===== src/rtl/stream_downsizer.sv =====
// stream_downsizer: splits DW_OUT*SCALE-bit words into DW_OUT beats, LSB or MSB slice first; optional STREAM_DOWNSIZER_SKID_EN.
// Latency: 1 cycle from input handshake to beat 0; one beat per cycle sustained across words.
// Backpressure: s_ready_o follows m_ready_i on the final beat, or comes from a flop when the skid word is enabled.
module stream_downsizer #(
    parameter int DW_OUT     = 8,
    parameter int SCALE      = 4,
    parameter bit BIG_ENDIAN = 1'b0
) (
    input  logic                     clk,
    input  logic                     rst,
    input  logic [DW_OUT*SCALE-1:0]  s_data_i,
    input  logic [$clog2(SCALE)-1:0] s_len_i,
    input  logic                     s_last_i,
    input  logic                     s_valid_i,
    output logic                     s_ready_o,
    output logic [DW_OUT-1:0]        m_data_o,
    output logic                     m_last_o,
    output logic                     m_valid_o,
    input  logic                     m_ready_i
);
    localparam int IW    = $clog2(SCALE);
    localparam int DW_IN = DW_OUT * SCALE;
    localparam logic [IW-1:0] LIM_MAX = IW'(SCALE - 1);

    typedef enum logic {EMPTY, BUSY} state_t;

    state_t           r_state, w_state_nxt;
    logic [IW-1:0]    r_idx, w_idx_nxt;
    logic [IW-1:0]    r_lim, w_lim_nxt;
    logic [DW_IN-1:0] r_word, w_word_nxt;
    logic             r_last, w_last_nxt;
    logic             r_init;

    logic             w_empty, w_busy, w_final, w_rd, w_rd_final, w_wr;
    logic [IW-1:0]    w_in_lim, w_sel;
    logic             w_load;
    logic [DW_IN-1:0] w_ld_word;
    logic             w_ld_last;
    logic [IW-1:0]    w_ld_lim;

    assign w_empty    = (r_state == EMPTY);
    assign w_busy     = (r_state == BUSY) & ~rst;
    assign w_final    = (r_idx == r_lim);
    assign w_rd       = w_busy & m_ready_i;
    assign w_rd_final = w_rd & w_final;
    assign w_wr       = s_valid_i & s_ready_o;
    // Length only matters on the last word of a packet; oversize lengths clamp to a full word.
    assign w_in_lim   = !s_last_i ? LIM_MAX :
                        (int'(s_len_i) > SCALE - 1) ? LIM_MAX : s_len_i;

`ifdef STREAM_DOWNSIZER_SKID_EN
    logic             r_skid_vld;
    logic [DW_IN-1:0] r_skid_word;
    logic             r_skid_last;
    logic [IW-1:0]    r_skid_lim;

    assign s_ready_o = ~rst & ~r_init & ~r_skid_vld;
    assign w_load    = (w_empty | w_rd_final) & (r_skid_vld | w_wr);
    assign w_ld_word = r_skid_vld ? r_skid_word : s_data_i;
    assign w_ld_last = r_skid_vld ? r_skid_last : s_last_i;
    assign w_ld_lim  = r_skid_vld ? r_skid_lim  : w_in_lim;

    // The skid only catches a word that arrives while the main word still has beats left.
    always_ff @(posedge clk) begin
        if (rst) begin
            r_skid_vld  <= 1'b0;
            r_skid_word <= '0;
            r_skid_last <= 1'b0;
            r_skid_lim  <= '0;
        end else if (w_wr & ~(w_empty | w_rd_final)) begin
            r_skid_vld  <= 1'b1;
            r_skid_word <= s_data_i;
            r_skid_last <= s_last_i;
            r_skid_lim  <= w_in_lim;
        end else if (w_load) begin
            r_skid_vld  <= 1'b0;
        end
    end
`else
    assign s_ready_o = ~rst & ~r_init & (w_empty | w_rd_final);
    assign w_load    = w_wr;
    assign w_ld_word = s_data_i;
    assign w_ld_last = s_last_i;
    assign w_ld_lim  = w_in_lim;
`endif

    always_comb begin
        w_state_nxt = r_state;
        w_idx_nxt   = r_idx;
        w_lim_nxt   = r_lim;
        w_word_nxt  = r_word;
        w_last_nxt  = r_last;
        if (w_load) begin
            w_state_nxt = BUSY;
            w_idx_nxt   = '0;
            w_lim_nxt   = w_ld_lim;
            w_word_nxt  = w_ld_word;
            w_last_nxt  = w_ld_last;
        end else if (w_rd_final) begin
            w_state_nxt = EMPTY;
        end else if (w_rd) begin
            w_idx_nxt   = r_idx + 1'b1;
        end
    end

    // r_init keeps s_ready_o low for the first cycle after reset releases.
    always_ff @(posedge clk) begin
        if (rst) begin
            r_state <= EMPTY;
            r_idx   <= '0;
            r_lim   <= '0;
            r_word  <= '0;
            r_last  <= 1'b0;
            r_init  <= 1'b1;
        end else begin
            r_state <= w_state_nxt;
            r_idx   <= w_idx_nxt;
            r_lim   <= w_lim_nxt;
            r_word  <= w_word_nxt;
            r_last  <= w_last_nxt;
            r_init  <= 1'b0;
        end
    end

    assign w_sel     = BIG_ENDIAN ? (LIM_MAX - r_idx) : r_idx;
    assign m_valid_o = w_busy;
    assign m_last_o  = w_busy & r_last & w_final;
    assign m_data_o  = rst ? '0 : r_word[int'(w_sel) * DW_OUT +: DW_OUT];

endmodule


===== config.mk =====
export PLATFORM = sky130hd
export DESIGN_NAME = stream_downsizer
export DESIGN_NICKNAME = d
export VERILOG_FILES = /design/src/rtl/stream_downsizer.sv
export SDC_FILE = /design/constraint.sdc
export NUM_CORES = 1
export LEC_CHECK = 0
export CORE_AREA = 2 2 70 72
export CTS_BUF_LIST = sky130_fd_sc_hd__clkbuf_16
export CTS_CLUSTER_SIZE = 28
export DETAILED_ROUTE_END_ITERATION = 8
export DIE_AREA = 0 0 72 74
export PLACE_DENSITY = 0.84
export SETUP_SLACK_MARGIN = 0.02
export SLEW_MARGIN = 10
export SYNTH_ARGS = -nofsm -noshare
export SYNTH_HDL_FRONTEND = slang
export SYNTH_SLANG_ARGS = --single-unit

===== constraint.sdc =====
create_clock -name clk -period 1.51 [get_ports clk]
set_clock_uncertainty 0.15 [all_clocks]
set_input_delay 0.2265 -clock clk [delete_from_list [all_inputs] [get_ports clk]]
set_output_delay 0.2265 -clock clk [all_outputs]
set_load 0.005 [all_outputs]

**Word level (Yosys, flattened, before mapping)**

Cells that the tools add are included.

- Magnitude comparators: 0
- Div/mod/pow operators: 0
- Multipliers: 0
- Shift-type cells: 1
- Reductions and logical operators: 3
- Eq/ne operators: 1
- Bitwise gates (word level): 13
- Multiplexer cells: 5
- Add/subtract/negate cells: 1

Operator list:

| cell | number |
|---|---|
| indexed part select 32 x 6 -> 8 bit | 1 |
| bitwise AND 1 bit | 8 |
| 2-to-1 mux 8 bit | 1 |
| NOT 1 bit | 4 |
| 2-to-1 mux 1 bit | 3 |
| adder 2 x 1 -> 2 bit (second input constant) | 1 |
| equality test 2 bit | 1 |
| 2-to-1 mux 2 bit | 1 |
| AND reduction 2 bit | 1 |
| nonzero test 2 bit | 1 |
| OR reduction 2 bit | 1 |
| OR 1 bit | 1 |

- Register bits: 39
- Memories kept: 0
- Bits in latches: 0
- Bits in writable memories: 0
- Output and inout port bits: 11
- Word-level logic and storage cells: 30
- Bits in read-only memories: 0

**Logic depth before layout (Yosys ltp)**

Gate-level depths: netlist of the first run.

- Word-level depth: 8
- Mapped depth: 7

**Worst setup path after synthesis of the first run**

Ideal clock, no wire load.

- Path kind: flip-flop to flip-flop
- From: register r_idx[1]
- To: register r_last
- Data arrival time: 1.397 ns
- Stages on the path, launching flop included: 6
- Required time: 1.239 ns
- Clock period less this slack: 1.668 ns
- Setup slack: -0.158 ns
- Path through: dfxtp_1 buf_6 xnor2_2 a31oi_4 nor3_4 mux2_4

- Cells in the longest elaborated chain, start to end: 5

Ends and longest elaborated chain:

| what | line | source |
|---|---|---|
| start: declaration | 28 | `logic [IW-1:0] r_idx, w_idx_nxt;` |
| start signal: assignment | 117 | `r_idx <= w_idx_nxt;` |
| equality test 2 bit | 43 | `assign w_final = (r_idx == r_lim);` |
| bitwise AND 1 bit | 45 | `assign w_rd_final = w_rd & w_final;` |
| OR 1 bit | 80 | `assign s_ready_o = ~rst & ~r_init & (w_empty \| w_rd_final);` |
| bitwise AND 1 bit | 80 |  |
| bitwise AND 1 bit | 46 | `assign w_wr = s_valid_i & s_ready_o;` |
| end signal: assignment | 120 | `r_last <= w_last_nxt;` |
| end: declaration | 31 | `logic r_last, w_last_nxt;` |

Every way passes these cells.
A chain may end at the register's enable or synchronous reset.

**Final worst setup path of the first run**

- From: register r_idx[0]
- To: register r_word[2]

- Cells in the longest elaborated chain, start to end: 5

Ends and longest elaborated chain:

| what | line | source |
|---|---|---|
| equality test 2 bit | 43 |  |
| bitwise AND 1 bit | 45 |  |
| OR 1 bit | 80 |  |
| bitwise AND 1 bit | 80 |  |
| bitwise AND 1 bit | 46 |  |
| end signal: assignment | 119 | `r_word <= w_word_nxt;` |
| end: declaration | 30 | `logic [DW_IN-1:0] r_word, w_word_nxt;` |

Every way passes these cells.

==> results.tsv, run 1 <==
metric	value	unit
p_per_area	789	nW/um^2
synth_area	1940	um^2
num_io_pins	50	
worst_pin_slew	0.353	ns
vias	2171	
first_pass_iters	4	
status	finished with violations	
drv_slew	0	
antenna_cells	0	
period_share	133	%
die-area	5330	um^2
ys_warn_count	0	
instances_no_fill	344	
core	4600	um^2
ir_drop	584	uV
dp.cells	308	
critPathTopFamily	buffers and inverters	
fill_cells	277	
end_kind	flip-flop	
crit_required	1.50	ns
timing.critical_path.arrival	2.00	ns
crit_top_cell	buf_6	
syn-num-nets	244	
path_clk_slew	0.06	ns
worstHoldPathType	primary input to flip-flop	
grt_pass1_vias	2205	
cts_root_buf	clkbuf_16	
clock_latency	0.29	ns
cts_buffers	5	
drc	0	
relSlewSlack	76.5	%
grt_pass1_wl	11.6	mm
grt_overflow	0	
yosysSeqAreaShare	40.3	%
postLayoutCellArea	3360	um^2
grt_max_degree	34	
drt_iter0_drc	211	
hold_violations	0	
tritoncts	yes	
syn_to_final_growth	73.4	%
crit_chain	buf_6 -> buf_12 -> xnor2_4 -> a31oi_4 -> buf_6 -> buf_6 -> buf_12 -> o211ai_1 -> nand2_1	
layout_min_cycle_time	2.01	ns
detail_route.vias_per_cell	6.31	
postSynthRegisterBits	39	
critPathMaxStageDelay	0.36	ns
ys_top_cells_by_area	dfxtp_1 (40%), o211ai_1 (12%), nand4_1 (10%)	
yosysUniqueCellTypes	28	
final_util	73.0	%
async_flop_share	0	%
hpwlAfterDp	3.84	mm
rows	25	
crit_slowest_cell	dfxtp_4	
gp_congestion	0.859	
grt.total_usage	29.9	%
clock-sinks	39	
cp_max_fo	8	
io_buffers	49	
fin_nets	330	
leakagePower	1.40	nW
antenna_found_initial	0	
place_area	2650	um^2
drv_cap	0	
synth_edf_count	0	
drive_above_1_share	35.9	%
finalSetupViolations	48	
critPathKind	flip-flop to flip-flop	
die_width	72	um
synth_top_area_share	40.3	%
totalWireLength	7.64	mm
synthCells	205	
yosysTopAreaCell	dfxtp_1	
cp-start-kind	flip-flop	
violations	negative setup slack	
worst_slack	-0.498	ns
power	2.65	mW
routedWlPerCell	22.2	um
worst-path-buf-inv	5	
h-tree-depth	2	
synthFlopType	dfxtp_1	
holdBufCountCts	0	
start_util	42.1	%
cts_buffer_depth	2	
fmax	498	MHz
rsz0062_at_grt	yes	
die_h	74	um
synth_area_per_cell	9.44	um^2
antenna_left	0	
sequential cells by signal (all words and copies together) (netlist names):
| signal | cells |
|---|---|
| r_last | 1 |
| r_word | 32 |
| r_init | 1 |
| r_state | 1 |
| r_idx | 2 |
| r_lim | 2 |
cell usage in the layout, fill, tap and decap left out, types with 7 or more instances in the layout:
master,n
clkdlybuf4s50_1,37
dfxtp_1,36
nand4_1,32
o211ai_1,32
nand2_1,32
buf_4,21
buf_6,20
buf_12,14
mux4_2,8
and2_4,7
synthesized netlist by cell type (2+ instances only):
| cell | count |
|---|---|
| a21oi_1 | 2 |
| a311oi_1 | 2 |
| a31oi_1 | 2 |
| and2_1 | 8 |
| buf_1 | 2 |
| buf_2 | 3 |
| buf_4 | 6 |
| buf_6 | 2 |
| clkbuf_1 | 12 |
| dfxtp_1 | 39 |
| inv_1 | 5 |
| mux4_2 | 8 |
| nand2_1 | 32 |
| nand4_1 | 32 |
| nor2_1 | 2 |
| nor3_1 | 3 |
| o211ai_1 | 32 |
| xnor2_1 | 2 |
| xnor2_2 | 2 |
layout make-up:
| type | instances | area [um^2] | area share, % |
|---|---|---|---|
| Clock buffer | 5 | 125 | 3.73 |
| Inverter | 5 | 21.3 | 0.634 |
| Tap cell | 54 | 67.6 | 2.01 |
| Multi-Input combinational cell | 136 | 1110 | 33.2 |
| Clock inverter | 1 | 3.75 | 0.112 |
| Timing Repair Buffer | 104 | 1240 | 36.9 |
| Sequential cell | 39 | 787 | 23.5 |
layer usage:
layer	track usage (%)	wire [um]	up-vias	share of wire (%)
li1	-	-	948	-
met1	37.0	3040	1064	40
met2	46.7	3620	122	47
met3	9.49	607	37	7.9
met4	16.4	371	0	4.9
met5	0	0	-	0
where the power goes:
group	total (mW)	leakage (nW)	switching (mW)	internal, mW
Clock	0.985	0.0669	0.398	0.587
Sequential	1.12	0.321	0.0415	1.08
Combinational	0.540	1.02	0.228	0.312
worst paths after layout:
path              startpoint         end  slack (ns)  cells past startpoint
setup / recovery    r_idx[0]   r_word[2]       -0.50                      9
hold / removal           rst      r_init        0.32                      2
setup reg to reg    r_idx[0]   r_word[2]       -0.50                      9
hold reg to reg   r_word[10]  r_word[10]        0.33                      2
metrics by stage:
stage / setup slack (ns) / TNS [ns] / hold WS (ns)
3_5_place_dp: -0.477 / -18.60 / 0.328
2_1_floorplan: -0.101 / -0.101 / 0.104
6_report: -0.498 / -19.20 / 0.323
5_1_grt: -0.544 / -21.48 / 0.344
3_3_place_gp: -0.450 / -17.20 / 0.321
4_1_cts: -0.470 / -17.36 / 0.270
cells by family (layout without fill, tap and decap cells):
kind of cell	after synthesis	count (layout)	share of synthesized area [%]
mux	9	9	10.1
flops	39	39	40.3
simple gates	82	82	22.6
compound gates	41	41	16.4
xor+xnor	4	4	2.59
buf+inv	30	115	7.95
repair_timing:
action	in CTS	in global routing
pin swaps	79	11
gates resized for setup	92	4
setup buffers	21	3
cloned	6	0
endpoints found under the setup margin	49	49
No activity file was read; power rests on OpenSTA's default activity.
==> run 2: changes to the inputs <==
- CORE_AREA: 2 2 70 72 -> 2 2 61 75
- CTS_CLUSTER_SIZE: 28 -> 14
- DIE_AREA: 0 0 72 74 -> 0 0 63 77
- PLACE_DENSITY: 0.84 -> 0.87
- clock period: 1.51 -> 1.85 ns (I/O delays scaled with it)
==> run 2 against run 1 <==
Effect of this change:
- the run still ends with negative setup slack left
- global-route usage down 4.3 points
- cell count down 2.9%
- register-to-register slack better by 0.51 ns
- design area down 10%
- clock power down 17%
==> results.tsv, run 2 (synthesis gave the netlist of run 1 again) <==
metric	value	unit
num_io_pins	50	
largest_reg_flops	32	
status	finished with violations	
crit_required	1.42	ns
busiest_layer	met2	
worstHoldStart	rst	
cts_root_buf	clkbuf_16	
grt_max_degree	23	
grt.total_usage	25.5	%
grt_overflow	0	
use_met1	30.8	%
gp_congestion	0.815	
die_h	77	um
period_share	112	%
cts_buffer_depth	2	
totalWireLength	5.89	mm
hold_depth	3	
syn_to_final_growth	55.4	%
fin_nets	316	
regArea	786	um^2
p_per_area	691	nW/um^2
ir_drop	648	uV
grt_pass1_wl	9.67	mm
io_buffers	49	
path_clk_slew	0.06	ns
hold_violations	0	
vias	1947	
timing.rr.end	r_last	
end_kind	output port	
r2r-start	r_idx[0]	
worst_slack	-0.214	ns
met3_usage	5.87	%
postLayoutCellArea	3010	um^2
drt_iter0_drc	102	
worstHoldPathType	primary input to flip-flop	
fill_cells	274	
cp-start-kind	flip-flop	
routedWlPerCell	17.6	um
worst_pin_slew	0.246	ns
cp_max_fo	6	
antenna_found_initial	0	
critPathKind	flip-flop to output port	
rsz0062_at_grt	yes	
antenna_cells	0	
layout_min_cycle_time	2.06	ns
h-tree-depth	2	
whs	0.268	ns
die_width	63	um
antenna_left	0	
drive_above_1_share	31.3	%
hpwlAfterDp	3.59	mm
fmax	485	MHz
relSlewSlack	83.6	%
die-area	4850	um^2
start_util	46.9	%
multiInputGateArea	1080	um^2
worstRegToRegCells	7	
use_met2	43.9	%
finalSetupViolations	8	
first_pass_iters	4	
leakagePower	1.26	nW
place_area	2620	um^2
grt_pass1_vias	1984	
violations	negative setup slack	
cts_buffers	5	
core	4130	um^2
clock-sinks	39	
power	2.08	mW
tritoncts	yes	
min_to	r_lim[0]	
top_regs	r_word x32, r_idx x2, r_lim x2	
timing.critical_path.arrival	1.64	ns
drv_cap	0	
regMostFlops	r_word	
clock_latency	0.28	ns
rows	26	
drc	0	
detail_route.vias_per_cell	5.83	
drv_slew	0	
most-common-layout-cells	clkdlybuf4s50_1 (38), dfxtp_1 (37), nand4_1 (32), o211ai_1 (32), nand2_1 (32)	
ff2ff_setup_slack	0.01	ns
holdBufCountCts	0	
layout_commonest_cell	clkdlybuf4s50_1	
## run 2: cell types whose count changed in the layout (fill, tap and decap cells not counted), sizes merged
cell / change
dlymetal6s2s: +1
clkdlybuf4s50: +1
clkbuf: +1
dlygate4sd2: -1
clkdlybuf4s15: -1
clkinvlp: +1
buf: -15
clkinv: +1
## run 2: timing repair
item,in CTS,in global routing
setup buffers,10,3
pin swaps,13,8
endpoints found under the setup margin,15,43
gates cloned,1,1
resized for setup,70,15
## run 2: where the power goes
group	internal [mW]	leakage (nW)	switching, mW	total [mW]
Combinational	0.197	0.867	0.151	0.348
Clock	0.491	0.0710	0.330	0.821
Sequential	0.881	0.320	0.0282	0.909
Total	1.57	1.26	0.509	2.08
## run 2: metal layers
layer  up-vias  wire length (um)
li1        918                 -
met1       932              2430
met2        87              3050
met3        10               323
met4         0                80
met5         -                 0
## run 2: critical path, stage by stage, from the launching register on
cell and delay, ns:
dfxtp_2 0.35, buf_6 0.15, buf_6 0.10, mux4_2 0.49, and2_4 0.16, buf_6 0.11
## run 2: how the worst max path moves through the flow
stage                         from     endpoint  slack (ns)  cells past startpoint
after floorplan           r_idx[0]  m_data_o[6]        0.18                      3
after global placement         rst    s_ready_o       -0.21                      4
after detailed placement       rst  m_data_o[0]       -0.23                      5
after CTS                 r_idx[1]  m_data_o[1]       -0.20                      5
after global routing      r_idx[1]  m_data_o[1]       -0.25                      5
final                     r_idx[1]  m_data_o[3]       -0.21                      5
## run 2: cell type report
cell class | instances | area share (%)
Clock buffer | 5 | 4.16
Clock inverter | 3 | 0.541
Inverter | 5 | 0.624
Multi-Input combinational cell | 136 | 35.8
Sequential cell | 39 | 26.1
Tap cell | 56 | 2.33
Timing Repair Buffer | 90 | 30.4
## run 2: through the flow
step	util (%)	TNS, ns	std cells	setup WS (ns)
2_1_floorplan	-	0	205	0.177
3_3_place_gp	63.4	-2.59	314	-0.208
3_5_place_dp	63.4	-3.58	314	-0.233
4_1_cts	71.4	-1.17	333	-0.201
5_1_grt	72.8	-1.51	334	-0.253
6_report	72.8	-1.17	334	-0.214
